`src/rtl/cmd_sender_pkg.sv`:
```
// cmd_sender_pkg: shared types and constants for the host command sender.
package cmd_sender_pkg;

    typedef enum logic [2:0] {
        S_IDLE,
        S_TX_CMD,
        S_TX_HI,
        S_TX_LO,
        S_WAIT_RESP
    } state_t;

    localparam int FRAME_BYTES = 3;

    localparam logic [7:0] RESP_ACK  = 8'hA5;
    localparam logic [7:0] RESP_NACK = 8'hEE;

    // Clocks per UART bit.
    localparam int BAUD_DIV = 16;

    typedef logic [$clog2(FRAME_BYTES)-1:0] bidx_t;

    typedef struct packed {
        logic [7:0]  cmd;
        logic [15:0] data;
    } frame_t;

    function automatic logic [7:0] frame_byte(
        input frame_t f,
        input bidx_t  idx
    );
        case (idx)
            bidx_t'(0): return f.cmd;
            bidx_t'(1): return f.data[15:8];
            default:    return f.data[7:0];
        endcase
    endfunction

endpackage

```
`src/rtl/cmd_sender_uart.sv`:
```
// cmd_sender_uart: 8N1 UART transceiver, LSB first.
// tx_done is a level cleared by trmt; rx_rdy is held until clr_rx_rdy.
module cmd_sender_uart
    import cmd_sender_pkg::*;
#(
    parameter int DIV = BAUD_DIV
) (
    input  logic       clk,
    input  logic       rst_n,
    input  logic       RX,
    output logic       TX,
    input  logic       trmt,
    input  logic [7:0] tx_data,
    output logic       tx_done,
    output logic       rx_rdy,
    output logic [7:0] rx_data,
    input  logic       clr_rx_rdy
);

    localparam int CW = $clog2(DIV);

    logic [9:0]    tx_sh;
    logic [3:0]    tx_bits;
    logic [CW-1:0] tx_cnt;
    logic          tx_act;

    always_ff @(posedge clk or negedge rst_n) begin
        if (!rst_n) begin
            tx_sh   <= '1;
            tx_bits <= '0;
            tx_cnt  <= '0;
            tx_act  <= 1'b0;
            tx_done <= 1'b0;
        end else if (trmt) begin
            tx_sh   <= {1'b1, tx_data, 1'b0};
            tx_bits <= '0;
            tx_cnt  <= '0;
            tx_act  <= 1'b1;
            tx_done <= 1'b0;
        end else if (tx_act) begin
            if (tx_cnt == CW'(DIV - 1)) begin
                tx_cnt <= '0;
                tx_sh  <= {1'b1, tx_sh[9:1]};
                if (tx_bits == 4'd9) begin
                    tx_act  <= 1'b0;
                    tx_done <= 1'b1;
                end else begin
                    tx_bits <= tx_bits + 4'd1;
                end
            end else begin
                tx_cnt <= tx_cnt + 1'b1;
            end
        end
    end

    assign TX = tx_sh[0];

    logic          rx_s1;
    logic          rx_s2;
    logic          rx_act;
    logic [3:0]    rx_bits;
    logic [CW-1:0] rx_cnt;
    logic [7:0]    rx_sh;
    logic          rx_tick;
    logic          rx_fin;

    assign rx_tick = rx_act && (rx_cnt == CW'(DIV - 1));
    assign rx_fin  = rx_tick && (rx_bits == 4'd9);

    always_ff @(posedge clk or negedge rst_n) begin
        if (!rst_n) begin
            rx_s1 <= 1'b1;
            rx_s2 <= 1'b1;
        end else begin
            rx_s1 <= RX;
            rx_s2 <= rx_s1;
        end
    end

    // Half-bit preload puts every sample near mid-bit.
    always_ff @(posedge clk or negedge rst_n) begin
        if (!rst_n) begin
            rx_act  <= 1'b0;
            rx_bits <= '0;
            rx_cnt  <= '0;
            rx_sh   <= '0;
        end else if (!rx_act) begin
            if (!rx_s2) begin
                rx_act  <= 1'b1;
                rx_bits <= '0;
                rx_cnt  <= CW'(DIV / 2);
            end
        end else if (rx_tick) begin
            rx_cnt  <= '0;
            rx_bits <= rx_bits + 4'd1;
            if (rx_bits == 4'd0) begin
                if (rx_s2) rx_act <= 1'b0;
            end else if (rx_bits == 4'd9) begin
                rx_act <= 1'b0;
            end else begin
                rx_sh <= {rx_s2, rx_sh[7:1]};
            end
        end else begin
            rx_cnt <= rx_cnt + 1'b1;
        end
    end

    always_ff @(posedge clk or negedge rst_n) begin
        if (!rst_n) begin
            rx_rdy  <= 1'b0;
            rx_data <= '0;
        end else if (rx_fin) begin
            rx_rdy  <= 1'b1;
            rx_data <= rx_sh;
        end else if (clr_rx_rdy) begin
            rx_rdy <= 1'b0;
        end
    end

endmodule

```
`src/rtl/cmd_sender.sv`:
```
// cmd_sender: sends {cmd, data_hi, data_lo} over UART, then awaits one reply.
// Define RESP_TIMEOUT_EN to give up on a missing reply after TO_CYCLES.
module cmd_sender
    import cmd_sender_pkg::*;
#(
    parameter int TO_CYCLES = 1_000_000,
    parameter int TO_W      = 20
) (
    input  logic        clk,
    input  logic        rst_n,
    input  logic        RX,
    output logic        TX,
    input  logic [7:0]  cmd,
    input  logic [15:0] data,
    input  logic        send_cmd,
    input  logic        clr_resp_rdy,
    output logic        busy,
    output logic        cmd_sent,
    output logic [7:0]  resp,
    output logic        resp_rdy,
    output logic        timeout
);

    if ((64'd1 << TO_W) < 64'(TO_CYCLES)) begin : g_to_w_chk
        $error("TO_W too narrow for TO_CYCLES");
    end

    logic       trmt;
    logic [7:0] tx_data;
    logic       tx_done;
    logic       rx_rdy;
    logic [7:0] rx_data;
    logic       clr_rx_rdy;

    cmd_sender_uart u_uart (
        .clk       (clk),
        .rst_n     (rst_n),
        .RX        (RX),
        .TX        (TX),
        .trmt      (trmt),
        .tx_data   (tx_data),
        .tx_done   (tx_done),
        .rx_rdy    (rx_rdy),
        .rx_data   (rx_data),
        .clr_rx_rdy(clr_rx_rdy)
    );

    state_t state;
    state_t state_nxt;
    frame_t hold;
    frame_t frame_src;
    bidx_t  tx_idx;
    logic   tx_load;
    logic   accept;
    logic   tx_last;
    logic   got_resp;
    logic   tx_go;
    logic   to_exp;

    // tx_done still shows the previous byte while trmt is in flight.
    assign tx_go      = tx_done & ~trmt;
    assign clr_rx_rdy = rx_rdy;
    assign busy       = (state != S_IDLE);
    assign frame_src  = accept ? {cmd, data} : hold;

    always_ff @(posedge clk or negedge rst_n) begin
        if (!rst_n) state <= S_IDLE;
        else        state <= state_nxt;
    end

    always_comb begin
        state_nxt = state;
        tx_idx    = bidx_t'(0);
        tx_load   = 1'b0;
        accept    = 1'b0;
        tx_last   = 1'b0;
        got_resp  = 1'b0;
        unique case (state)
            S_IDLE: begin
                if (send_cmd) begin
                    accept    = 1'b1;
                    tx_load   = 1'b1;
                    state_nxt = S_TX_CMD;
                end
            end
            S_TX_CMD: begin
                if (tx_go) begin
                    tx_idx    = bidx_t'(1);
                    tx_load   = 1'b1;
                    state_nxt = S_TX_HI;
                end
            end
            S_TX_HI: begin
                if (tx_go) begin
                    tx_idx    = bidx_t'(2);
                    tx_load   = 1'b1;
                    state_nxt = S_TX_LO;
                end
            end
            S_TX_LO: begin
                if (tx_go) begin
                    tx_last   = 1'b1;
                    state_nxt = S_WAIT_RESP;
                end
            end
            S_WAIT_RESP: begin
                if (rx_rdy) begin
                    got_resp  = 1'b1;
                    state_nxt = S_IDLE;
                end else if (to_exp) begin
                    state_nxt = S_IDLE;
                end
            end
            default: state_nxt = S_IDLE;
        endcase
    end

    always_ff @(posedge clk or negedge rst_n) begin
        if (!rst_n) begin
            hold     <= '0;
            tx_data  <= '0;
            trmt     <= 1'b0;
            cmd_sent <= 1'b0;
            resp     <= '0;
            resp_rdy <= 1'b0;
        end else begin
            trmt     <= tx_load;
            cmd_sent <= tx_last;
            if (accept)   hold    <= frame_src;
            if (tx_load)  tx_data <= frame_byte(frame_src, tx_idx);
            if (got_resp) resp    <= rx_data;
            if (clr_resp_rdy)  resp_rdy <= 1'b0;
            else if (got_resp) resp_rdy <= 1'b1;
            else if (accept)   resp_rdy <= 1'b0;
        end
    end

`ifdef RESP_TIMEOUT_EN
    logic [TO_W-1:0] to_cnt;
    logic            to_q;
    logic            to_hit;

    assign to_exp  = (to_cnt == TO_W'(TO_CYCLES - 1));
    assign to_hit  = (state == S_WAIT_RESP) & ~rx_rdy & to_exp;
    assign timeout = to_q;

    always_ff @(posedge clk or negedge rst_n) begin
        if (!rst_n) begin
            to_cnt <= '0;
            to_q   <= 1'b0;
        end else begin
            if (tx_last)
                to_cnt <= '0;
            else if (state == S_WAIT_RESP)
                to_cnt <= to_cnt + 1'b1;
            if (accept)      to_q <= 1'b0;
            else if (to_hit) to_q <= 1'b1;
        end
    end
`else
    assign to_exp  = 1'b0;
    assign timeout = 1'b0;
`endif

endmodule
```
`config.mk`:
```
export PLATFORM = sky130hd
export DESIGN_NAME = cmd_sender
export DESIGN_NICKNAME = d
export VERILOG_FILES = /design/src/rtl/cmd_sender_pkg.sv /design/src/rtl/cmd_sender_uart.sv /design/src/rtl/cmd_sender.sv
export SDC_FILE = /design/constraint.sdc
export NUM_CORES = 1
export LEC_CHECK = 0
export ABC_AREA = 0
export CAP_MARGIN = 20
export CELL_PAD_IN_SITES_DETAIL_PLACEMENT = 1
export CELL_PAD_IN_SITES_GLOBAL_PLACEMENT = 1
export CORE_MARGIN = 2
export CORE_UTILIZATION = 30
export DETAILED_ROUTE_END_ITERATION = 6
export PLACE_DENSITY = 0.54
export SETUP_SLACK_MARGIN = 0.3
export SLEW_MARGIN = 15
export SYNTH_ARGS = -nofsm -noshare
export SYNTH_HDL_FRONTEND = slang
export SYNTH_HIERARCHICAL = 1
export SYNTH_SLANG_ARGS = --single-unit
```
`constraint.sdc`:
```
create_clock -name clk -period 4.9 [get_ports clk]
set_input_delay 0.735 -clock clk [delete_from_list [all_inputs] [get_ports clk]]
set_output_delay 0.735 -clock clk [all_outputs]
set_load 0.02 [all_outputs]
```
# After elaboration in Yosys (flattened, before gate mapping)
# Index checks and enable logic that the tools add are counted.
# W data, S select, Z words.
[totals]
register_bits = 94
latch_bits = 0
romBits = 0
mem_bits_rw = 0
n_memories = 0
word_cells = 114
in_bits = 29
out_inout_bits = 13
[classes]
shifts = 0
magnitude_cmp = 0
div_mod_pow = 0
n_mul = 0
n_bitwise = 4
n_mux = 51
add_sub_neg = 4
n_eq_ne = 17
n_reduce_logical = 17
[op_table]
columns = ["op", "count"]
rows = [
  ["$mux W4", 13],
  ["$mux W10", 3],
  ["$mux W1", 24],
  ["$mux W24", 1],
  ["$add A4 B1 Y4 const B", 4],
  ["$eq A4 B4 Y1 const B", 4],
  ["$pmux W8 S2", 1],
  ["$mux W3", 5],
  ["$pmux W3 S5", 1],
  ["$ne A2 B2 Y1 const B", 7],
  ["$eq A3 B2 Y1 const B", 2],
  ["$reduce_and A3 Y1", 2],
  ["$reduce_bool A2 Y1", 3],
  ["$reduce_bool A3 Y1", 2],
  ["$reduce_and A5 Y1", 1],
  ["$logic_not A4 Y1", 1],
  ["$pmux W2 S2", 1],
  ["$reduce_and A2 Y1", 2],
  ["$reduce_and A4 Y1", 1],
  ["$eq A3 B1 Y1 const B", 1],
  ["$eq A3 B3 Y1 const B", 1],
  ["$logic_not A3 Y1", 1],
  ["$not A1 Y1", 3],
  ["$eq A2 B1 Y1 const B", 1],
  ["7 further kinds", 8],
]

# Logic depth before layout (Yosys ltp)
# Gate-level depths: netlist (run 1).
[depth]
word_depth = 6
depth_mapped = 6

# By module
# The synthesis (run 1) kept the hierarchy.
[modules_own_cells]
columns = ["module", "area_each_um2", "instances", "cells_per_inst"]
rows = [
  ["cmd_sender_uart", 2117.0, 1, 184],
  ["cmd_sender", 1720.4, 1, 176],
]

# Least setup slack after synthesis (run 1)
# Ideal clock, no wire load.
[synth_timing]
path_type = "reg-to-output"
startpoint = "register state[0]"
endpoint = "output busy"
path_slack_ps = 3159
arrival_time_ps = 1006
stages_incl_launch_ff = 3
cell_sequence = "dfrtp_1 buf_2 or3_1"
[synth_via]
elab_chain_len = 1
[synth_lines]
columns = ["item", "line_no", "rtl"]
rows = [
  ["from (decl)", "cmd_sender.sv:48", "state_t state;"],
  ["from (signal assigned)", "cmd_sender.sv:68", "else state <= state_nxt;"],
  ["$reduce_bool A3 Y1", "cmd_sender.sv:63", "assign busy = (state != S_IDLE);"],
  ["to (decl)", "cmd_sender.sv:17", "output logic busy,"],
]
# Every way passes these cells.

# Final worst setup path (run 1)
# Ends and elaborated chain as after synthesis.

==> reports/qor.csv, run 1 <==
metric,value,unit
rsz0062_at_grt,false,
dpl.hpwl,5511,µm
status,finished clean,
cts_tree,done,
post_cts_buffers,0,
synth_seq_cells,85,
rows,41,
clkTransAtPathRegs,0.06,ns
ios,42,
fmax,0.3838,GHz
busiest_layer,met2,
syn_nets,396,
use_met2,20.46,%
yosysWarnings,6,
cts_buffer_depth,2,
synth_cells,360,
grt_usage,13.70,%
die_y,117.1,µm
synthFlopType,dfrtp_1,
pwr-share-comb,10.2,%
dr_total_vias,2644,
htree_levels,3,
worstMarginPinSlew,0.9122,ns
async_flop_share,100.0,%
cp-end-kind,output port,
dr.pass1.iters,4,
required,4.16,ns
final_cell_count_no_fill,570,
worst-setup-path-type,flip-flop to output port,
min_path_cells,0,
grt-ovfl-total,0,
core-area,12570,µm²
fin_crit,2.606,ns
clock_skew,0.004120,ns
min_to,u_uart/rx_s2$_DFF_PN1_,
crit_path_start,state[0]$_DFFE_PN0P_,
route.detailed.drc,0,
tns,0,ns
fin_crit_sh,53.18,%
ctsResizeCount,0,
antenna_cells,0,
cts_buffers,9,
cp.arrival,1.87,ns
use_met1,18.39,%
final_nets,430,
place_area,4382,µm²
p_sw,0.0004258,W
startpoint_type,flip-flop,
p_sw_share,25.26,%
r2r_slack,2.74,ns
hold_violations,0,
power.share.clock,41.3,%
clkLatencyLatePin,0.35,ns
start_util,30.53,%
routed_wl,8224,µm
pwr-share-seq,48.5,%
setup_violations,0,
cp_cell_sequence,"or3_1, clkdlybuf4s50_1",
grt_pass1_wl,14070,µm
internal-power,0.001260,W
reg2reg_depth,4,
hp-start,u_uart/rx_s1$_DFF_PN1_,
dieArea,13710,µm²
r2r-start,u_uart/tx_cnt[0]$_DFFE_PN0P_,
syn_area_per_cell,10.66,µm²
vdd_drop_max,0.1398,mV
vias_per_cell,4.639,
area_growth,22.01,%
max_stage_delay,0.56,ns
maxCapViolCount,0,
synth_edf_count,0,
hold_path.class,flip-flop to flip-flop,
pre_cts_slack,2.121,ns
antenna_found_initial,0,
slew_headroom,39.19,%
wl_per_cell,14.43,µm
setup_slack,2.294,ns
grt_pass1_vias,2777,
ant_nets,0,
hold_buffers,0,
drive_above_1_share,17.34,%
cts_root_buf,clkbuf_16,
final_max_slew_viol_count,0,
cpMaxStageDelayCell,clkdlybuf4s50_1,
drtIter0Drc,64,
dp.cells,555,
final_area,4682,µm²
final_cell_mix,"nand2_1, dfrtp_1, clkdlybuf4s50_1, o21ai_0, mux2_2",
cp_max_fo,13,
seq_area_frac_synth,55.79,%
fp.dieW,117.1,µm
grt_max_degree,48,
grtUsageMet3,3.244,%
port_buffers,40,
netlist_area,3837,µm²
clock_sinks,85,
rr_endpoint,u_uart/tx_bits[2]$_DFFE_PN0P_,
globalplace.congestion,0.6852,
powerDensity,360.1,nW/µm²
ys_types,45,
power.leakage,2.139,nW
layout_commonest_cell,nand2_1,
==> per-stage QoR <==
stage                     util [%]   power, W  hold slack, ns
after floorplan                  -  0.0009347          0.3452
after global routing         37.25   0.001785          0.3641
after detailed placement     34.86   0.001008          0.3481
after global placement       34.77  0.0009974          0.3455
after CTS                    37.25   0.001718          0.3571
final                        37.25   0.001686          0.3569
==> how the worst max path moves through the flow <==
stage                              to
2_1_floorplan                    busy
3_3_place_gp   tx_data[3]$_DFFE_PN0P_
3_5_place_dp   tx_data[3]$_DFFE_PN0P_
4_1_cts                          busy
5_1_grt                          busy
6_report                         busy
==> worst max-delay path, delay by kind of cell (launching register included) <==
kind	cells	cell delay, ns
AND/OR/NAND/NOR	1	0.43
flip-flops	1	0.53
buffers and inverters	1	0.56
==> Yosys cell counts, types with 2 or more instances <==
| cell | number | area [µm²] |
|---|---|---|
| dfrtp_1 | 74 | 1852 |
| nand3b_1 | 2 | 15.01 |
| or3_1 | 5 | 31.28 |
| a21oi_1 | 20 | 100.1 |
| and3_1 | 2 | 12.51 |
| a21o_1 | 2 | 15.01 |
| mux2i_1 | 10 | 100.1 |
| o21ai_2 | 2 | 17.52 |
| ha_1 | 7 | 87.58 |
| buf_2 | 9 | 45.04 |
| a31oi_1 | 2 | 12.51 |
| nand2_1 | 83 | 311.6 |
| nand3_1 | 3 | 15.01 |
| and4_1 | 2 | 17.52 |
| o21ai_0 | 31 | 155.2 |
| nand4_1 | 3 | 18.77 |
| mux2_2 | 25 | 281.5 |
| o211ai_1 | 2 | 15.01 |
| a31o_2 | 7 | 61.31 |
| nand4bb_1 | 2 | 22.52 |
| and2b_1 | 2 | 15.01 |
| buf_4 | 2 | 15.01 |
| clkbuf_1 | 8 | 30.03 |
| inv_1 | 8 | 30.03 |
| xor2_1 | 3 | 26.28 |
| nand2b_1 | 2 | 12.51 |
| dfstp_2 | 11 | 289.0 |
| nor2_1 | 14 | 52.55 |
==> power groups by stage <==
stage	combinational, W	clock (W)	sequential (W)
floorplan	0.000134	0	0.000801
global placement	0.000170	0	0.000828
detailed placement	0.000178	0	0.000830
CTS	0.000179	0.000721	0.000817
global route	0.000208	0.000751	0.000826
finish	0.000172	0.000695	0.000818
==> registers in the layout, summed over array words and instances (netlist names), 3 cells and up <==
name,cells
resp,8
u_uart/tx_bits,4
u_uart/tx_cnt,4
u_uart/rx_data,8
tx_data,8
u_uart/rx_cnt,4
u_uart/rx_bits,4
hold,16
u_uart/tx_sh,9
u_uart/rx_sh,8
state,3
==> cell type report <==
type | instances | area (µm²)
inverters | 8 | 30.03
clock buffers | 11 | 252.7
fillers | 1393 | 7886
repair buffers | 43 | 424.2
flip-flops and latches | 85 | 2141
clock inverters | 4 | 47.55
multi-input cells | 247 | 1572
well taps | 172 | 215.2
==> metal layers <==
metal,up-vias,wire length [µm]
met3,12,281
met1,1297,4091
met2,39,3638
met5,-,0
met4,0,213
li1,1296,-
==> logic make-up (layout without fill, tap and decap cells) <==
logic type | Yosys count | in the layout | synth area share (%)
AND/OR/NAND/NOR | 129 | 129 | 16.47
buffers and inverters | 28 | 66 | 3.260
XOR/XNOR | 4 | 4 | 0.9131
AO/OA/AOI/OAI | 71 | 71 | 11.25
other | 1 | 1 | 0.09772
adder cells (fa/ha/maj) | 7 | 7 | 2.282
multiplexers | 35 | 35 | 9.945
flip-flops | 85 | 85 | 55.79
No activity file was read; power rests on OpenSTA's default activity.
==> run 2: changes to the inputs <==
--- a/config.mk
+++ b/config.mk
@@ -12,7 +12,7 @@
 export CORE_MARGIN = 2
 export CORE_UTILIZATION = 30
 export DETAILED_ROUTE_END_ITERATION = 6
-export PLACE_DENSITY = 0.54
+export PLACE_DENSITY = 0.56
 export SETUP_SLACK_MARGIN = 0.3
 export SLEW_MARGIN = 15
 export SYNTH_ARGS = -nofsm -noshare
==> constraint.sdc (replaced) <==
create_clock -name clk -period 2.1 [get_ports clk]
set_input_delay 0.315 -clock clk [delete_from_list [all_inputs] [get_ports clk]]
set_output_delay 0.315 -clock clk [all_outputs]
set_load 0.02 [all_outputs]
==> run 2 against run 1 <==
  * Sequential power rose by 130%
  * Clock skew rose by 0.0052 ns
  * Critical path depth rose by 3
  * Non-clock buffer count rose by 17
  * Setup slack got worse by 1.9 ns
  * Via count rose by 2.1%
  * First-iteration DRC count rose by 81%
  * Total power rose by 130%
==> reports/qor.csv, run 2 (synthesis gave the netlist of run 1 again) <==
metric,value,unit,change
layout.filler_cells,1426,,+2.4%
fin_crit,1.687,ns,
min_path_cells,0,,unchanged
route.detailed.drc,0,,unchanged
die_y,117.1,µm,unchanged
top_register,hold,,
clock_skew,0.009282,ns,+0.005162 ns
r2r-start,u_uart/rx_bits[0]$_DFFE_PN0P_,,
clkTransAtPathRegs,0.07,ns,about the same
dr.pass1.iters,4,,unchanged
required,2.31,ns,-1.85 ns
grt-ovfl-total,0,,unchanged
cts_tree,done,,
area_growth,25.95,%,
grt_pass1_wl,14210,µm,+0.98%
port_buffers,40,,unchanged
rows,41,,unchanged
fmax,0.5929,GHz,
dr_total_vias,2699,,+2.1%
ff_latch_area,2142,µm²,about the same
clock_sinks,85,,unchanged
layout_commonest_cell,nand2_1,,
crit_path_start,u_uart/rx_bits[0]$_DFFE_PN0P_,,
powerDensity,815.0,nW/µm²,+130%
dieArea,13710,µm²,unchanged
drtIter0Drc,116,,+81%
r2r_slack,0.41,ns,-2.33 ns
multi_input_area,1574,µm²,+0.16%
final_max_slew_viol_count,0,,unchanged
start_util,30.53,%,unchanged
worst-setup-path-type,flip-flop to flip-flop,,
timing.hold.ws,0.3654,ns,+0.008517 ns
cp-end-kind,flip-flop,,
wl_per_cell,14.07,µm,-2.5%
grt_max_degree,38,,-21%
vias_per_cell,4.590,,-1.0%
maxCapViolCount,0,,unchanged
grt_pass1_vias,2806,,+1.0%
cp.arrival,1.90,ns,+0.03 ns
hold_path.class,flip-flop to flip-flop,,
antenna_cells,0,,unchanged
hp-start,u_uart/rx_s1$_DFF_PN1_,,
globalplace.congestion,0.7431,,+8.5%
largest_register_ffs,16,,unchanged
ant_nets,0,,unchanged
final_nets,447,,+4.0%
antenna_found_initial,0,,unchanged
status,finished clean,,
cts_root_buf,clkbuf_16,,
htree_levels,3,,unchanged
finalPower,0.003939,W,+130%
power.leakage,2.229,nW,+4.2%
reg2reg_depth,5,,+1
setup_violations,0,,unchanged
cts_buffers,9,,unchanged
core-area,12570,µm²,unchanged
ios,42,,unchanged
grt_usage,13.33,%,-0.37 points
final_cell_mix,"nand2_1, dfrtp_1, clkdlybuf4s50_1, o21ai_0, mux2_2",,
dpl.hpwl,5835,µm,+5.9%
startpoint_type,flip-flop,,
fp.dieW,117.1,µm,unchanged
reg_top3,"hold: 16 flops, u_uart/tx_sh: 9 flops",,
rr_endpoint,u_uart/rx_sh[2]$_DFFE_PN0P_,,
drive_above_1_share,21.15,%,+3.8 points
fin_crit_sh,80.32,%,
cp_max_fo,8,,-5
rsz0062_at_grt,false,,
hold_violations,0,,unchanged
tns,0,ns,unchanged
vdd_drop_max,0.4661,mV,+230%
min_to,u_uart/rx_s2$_DFF_PN1_,,
cts_buffer_depth,2,,unchanged
clkLatencyLatePin,0.33,ns,-0.02 ns
routed_wl,8272,µm,+0.58%
==> run 2: cell types whose count changed in the layout (fill, tap and decap cells not counted), moves of 2 or more <==
cell / delta
buf_4: +15
buf_12: +2
clkbuf_8: -2
clkdlybuf4s50_1: -2
clkinv_4: +2
inv_6: +2
==> run 2: timing repair <==
item / CTS / global route
hold buffers: 1 / 0
resized for setup: 3 / 3
setup buffers: 4 / 3
hold endpoints to repair: 22 / 0
pin swaps: 0 / 1
setup endpoints to repair: 13 / 8
==> run 2: worst max path at each step <==
stage / cells past startpoint / end
finish: 5 / u_uart/rx_sh[2]$_DFFE_PN0P_
floorplan: 4 / u_uart/rx_data[0]$_DFFE_PN0P_
global placement: 4 / u_uart/tx_bits[2]$_DFFE_PN0P_
CTS: 2 / busy
detailed placement: 4 / u_uart/tx_bits[2]$_DFFE_PN0P_
global route: 5 / u_uart/rx_sh[2]$_DFFE_PN0P_
==> run 2: power breakdown <==
group	switching, W	internal [W]	total, W	leakage (nW)
sequential	0.000144	0.00176	0.00191	1.07
combinational	0.000214	0.000213	0.000427	1.01
clock	0.000672	0.000933	0.00161	0.147
==> run 2: area by class of cell <==
type,count,area share (%)
clock buffer,10,4.737
clock inverter,6,1.450
inverter,8,0.6213
multi-input combinational,247,32.57
sequential,85,44.32
tap,172,4.452
timing repair buffer,60,11.86
==> run 2: per-layer routing <==
layer,vias to the layer above,GRT usage (%),wire length [µm]
li1,1331,-,-
met3,6,2.884,209
met1,1332,17.78,3987
met2,30,21.89,3989
met4,0,4.000,86
met5,-,0,0
==> run 2: worst max-delay path, stage by stage, from the launching register on <==
cell     delay, ns
dfrtp_1       0.45
inv_1         0.09
ha_1          0.17
mux2i_1       0.09
o21ai_2       0.37
mux2_2        0.40
==> run 2: stage by stage <==
| stage | setup slack (ns) | cells | utilization (%) | cell area [µm²] |
|---|---|---|---|---|
| final | 0.4134 | 588 | 38.46 | 4833 |
| after global placement | 0.3062 | 564 | 35.57 | 4471 |
| after global routing | 0.3261 | 588 | 38.46 | 4833 |
| after floorplan | 0.4349 | 360 | - | 3837 |
| after CTS | 0.2443 | 585 | 38.29 | 4812 |
| after detailed placement | 0.2443 | 564 | 35.57 | 4471 |
==> run 3: changes to the inputs <==
==> constraint.sdc (replaced) <==
create_clock -name clk -period 1.55 [get_ports clk]
set_input_delay 0.2325 -clock clk [delete_from_list [all_inputs] [get_ports clk]]
set_output_delay 0.2325 -clock clk [all_outputs]
set_load 0.02 [all_outputs]
==> run 3 against run 2 <==
  * The flow now finishes with violations (setup timing)
  * First-iteration DRC count fell by 47%
  * Clock-buffer cell count up 2
  * Core utilization rose by 5.9 points
  * Critical path type is now flip-flop to output port
  * Sequential power increased by 34%
  * Hold slack got worse by 0.057 ns
  * Via count grew 7.7%
  * Largest power group unchanged
==> reports/qor.csv, run 3 (synthesis gave the netlist of run 1 again) <==
metric,value,unit,change
powerDensity,1067,nW/µm²,+31%
crit_path_start,state[2]$_DFFE_PN0P_,,
hold_violations,0,,unchanged
wl_per_cell,15.30,µm,+8.8%
largest_register_ffs,16,,unchanged
vias_per_cell,4.607,,+0.37%
grt_pass1_wl,15860,µm,+12%
rows,41,,unchanged
clock_sinks,85,,unchanged
fin_crit,1.550,ns,
final_area,5578,µm²,+15%
cp-end-kind,output port,,
cp-endpoint,busy,,
fin_crit_sh,100.0,%,
pwr-share-comb,17.2,%,+6.4 points
vdd_drop_max,0.5629,mV,+21%
final_max_slew_viol_count,0,,unchanged
p_sw_share,25.24,%,-0.91 points
htree_levels,3,,unchanged
rsz0062_at_grt,true,,
worst-setup-path-type,flip-flop to output port,,
r2r-start,state[1]$_DFFE_PN0P_,,
p_sw,0.001503,W,+46%
route.detailed.drc,0,,unchanged
clkTransAtPathRegs,0.06,ns,about the same
final_nets,490,,+9.6%
status,"finished, violations left",,
hp-start,RX,,
final_cell_count_no_fill,631,,+7.3%
dieArea,13710,µm²,unchanged
reg2reg_depth,6,,+1
power.leakage,2.560,nW,+15%
final_cell_mix,"nand2_1, dfrtp_1, buf_4, clkdlybuf4s50_1, mux2_4",,
cp.arrival,1.32,ns,-0.58 ns
setup_violations,1,,+1
dp.cells,583,,+3.4%
r2r_slack,0.03,ns,-0.38 ns
setup_slack,-0.0001923,ns,-0.4136 ns
rr_endpoint,tx_data[3]$_DFFE_PN0P_,,
port_buffers,40,,unchanged
top_register,hold,,
ios,42,,unchanged
cts_buffer_depth,2,,unchanged
grt_max_degree,37,,-2.6%
area_growth,45.35,%,
required,1.32,ns,-0.99 ns
cts_root_buf,clkbuf_16,,
ant_nets,0,,unchanged
pwr-share-seq,43.1,%,-5.3 points
fmax,0.6451,GHz,
internal-power,0.004450,W,+53%
reg_top3,"hold: 16 flops, u_uart/tx_sh: 9 flops",,
start_util,30.53,%,unchanged
globalplace.congestion,0.7282,,-2.0%
clock_skew,0.006076,ns,-0.003205 ns
cts_buffers,9,,unchanged
startpoint_type,flip-flop,,
grt_pass1_vias,3124,,+11%
dpl.hpwl,5908,µm,+1.3%
hold_path.class,input pin to flip-flop,,
antenna_found_initial,0,,unchanged
power.share.clock,39.7,%,-1.1 points
grt-ovfl-total,0,,unchanged
maxCapViolCount,0,,unchanged
pre_cts_slack,-0.1973,ns,-0.4415 ns
routed_wl,9654,µm,+17%
clkLatencyLatePin,0.34,ns,about the same
grt_usage,15.14,%,+1.8 points
cts_tree,done,,
cp_max_fo,2,,-6
drive_above_1_share,38.56,%,+17 points
dr_total_vias,2907,,+7.7%
finalPower,0.005953,W,+51%
drtIter0Drc,61,,-47%
antenna_cells,0,,unchanged
die_y,117.1,µm,unchanged
violations,setup timing,,
layout_commonest_cell,nand2_1,,
place_area,4700,µm²,+5.1%
core-area,12570,µm²,unchanged
dr.pass1.iters,3,,-1
fp.dieW,117.1,µm,unchanged
run 3: what timing repair did:
action / CTS / global route
gates cloned: 4 / 1
endpoints found under the setup margin: 75 / 82
setup buffers: 19 / 7
endpoints found under the hold margin: 22 / 0
gates resized for setup: 98 / 34
hold buffers: 1 / 0
pin swaps: 21 / 18
run 3: power by group through the flow:
stage	combinational, W	clock (W)	sequential (W)
finish	0.00102	0.00237	0.00256
CTS	0.000968	0.00245	0.00256
global route	0.00115	0.00254	0.00259
global placement	0.000783	0	0.00258
detailed placement	0.000811	0	0.00259
floorplan	0.000456	0	0.00254
run 3: worst max-delay path: stages (launching register included):
cell and delay [ns]:
dfrtp_1 0.39, or3_1 0.41, buf_4 0.18
run 3: worst min-delay path by stage:
stage | to | depth (start not counted)
after floorplan | cmd_sent$_DFF_PN0_ | 0
after global placement | resp[0]$_DFFE_PN0P_ | 1
after detailed placement | resp[0]$_DFFE_PN0P_ | 1
after CTS | u_uart/rx_s1$_DFF_PN1_ | 1
after global routing | u_uart/rx_s1$_DFF_PN1_ | 1
final | u_uart/rx_s1$_DFF_PN1_ | 1
run 3: layer usage:
| layer | global-route usage [%] | wire, µm | up-vias | share of wire [%] |
|---|---|---|---|---|
| li1 | - | - | 1422 | - |
| met1 | 19.06 | 4499 | 1433 | 47 |
| met2 | 25.43 | 4746 | 35 | 49 |
| met3 | 2.935 | 202 | 17 | 2.1 |
| met4 | 6.588 | 205 | 0 | 2.1 |
| met5 | 0 | 0 | - | 0 |
run 3: area by class of cell:
cell class                      count  area (µm²)
Inverter                            8       30.03
Fill cell                        1383        6990
Clock buffer                       12       256.5
Timing Repair Buffer              101       954.7
Multi-Input combinational cell    249        1909
Clock inverter                      4       70.07
Sequential cell                    85        2142
Tap cell                          172       215.2
run 3: metrics by stage:
stage                     utilization, %    TNS (ns)  hold WS (ns)
final                              44.38  -0.0001923        0.3086
after global routing               44.38     -0.3507        0.2986
after CTS                          43.28   -0.004695        0.2965
after detailed placement           37.39      -1.396        0.1916
after global placement             37.39      -1.190        0.1858
after floorplan                        -           0      -0.06309
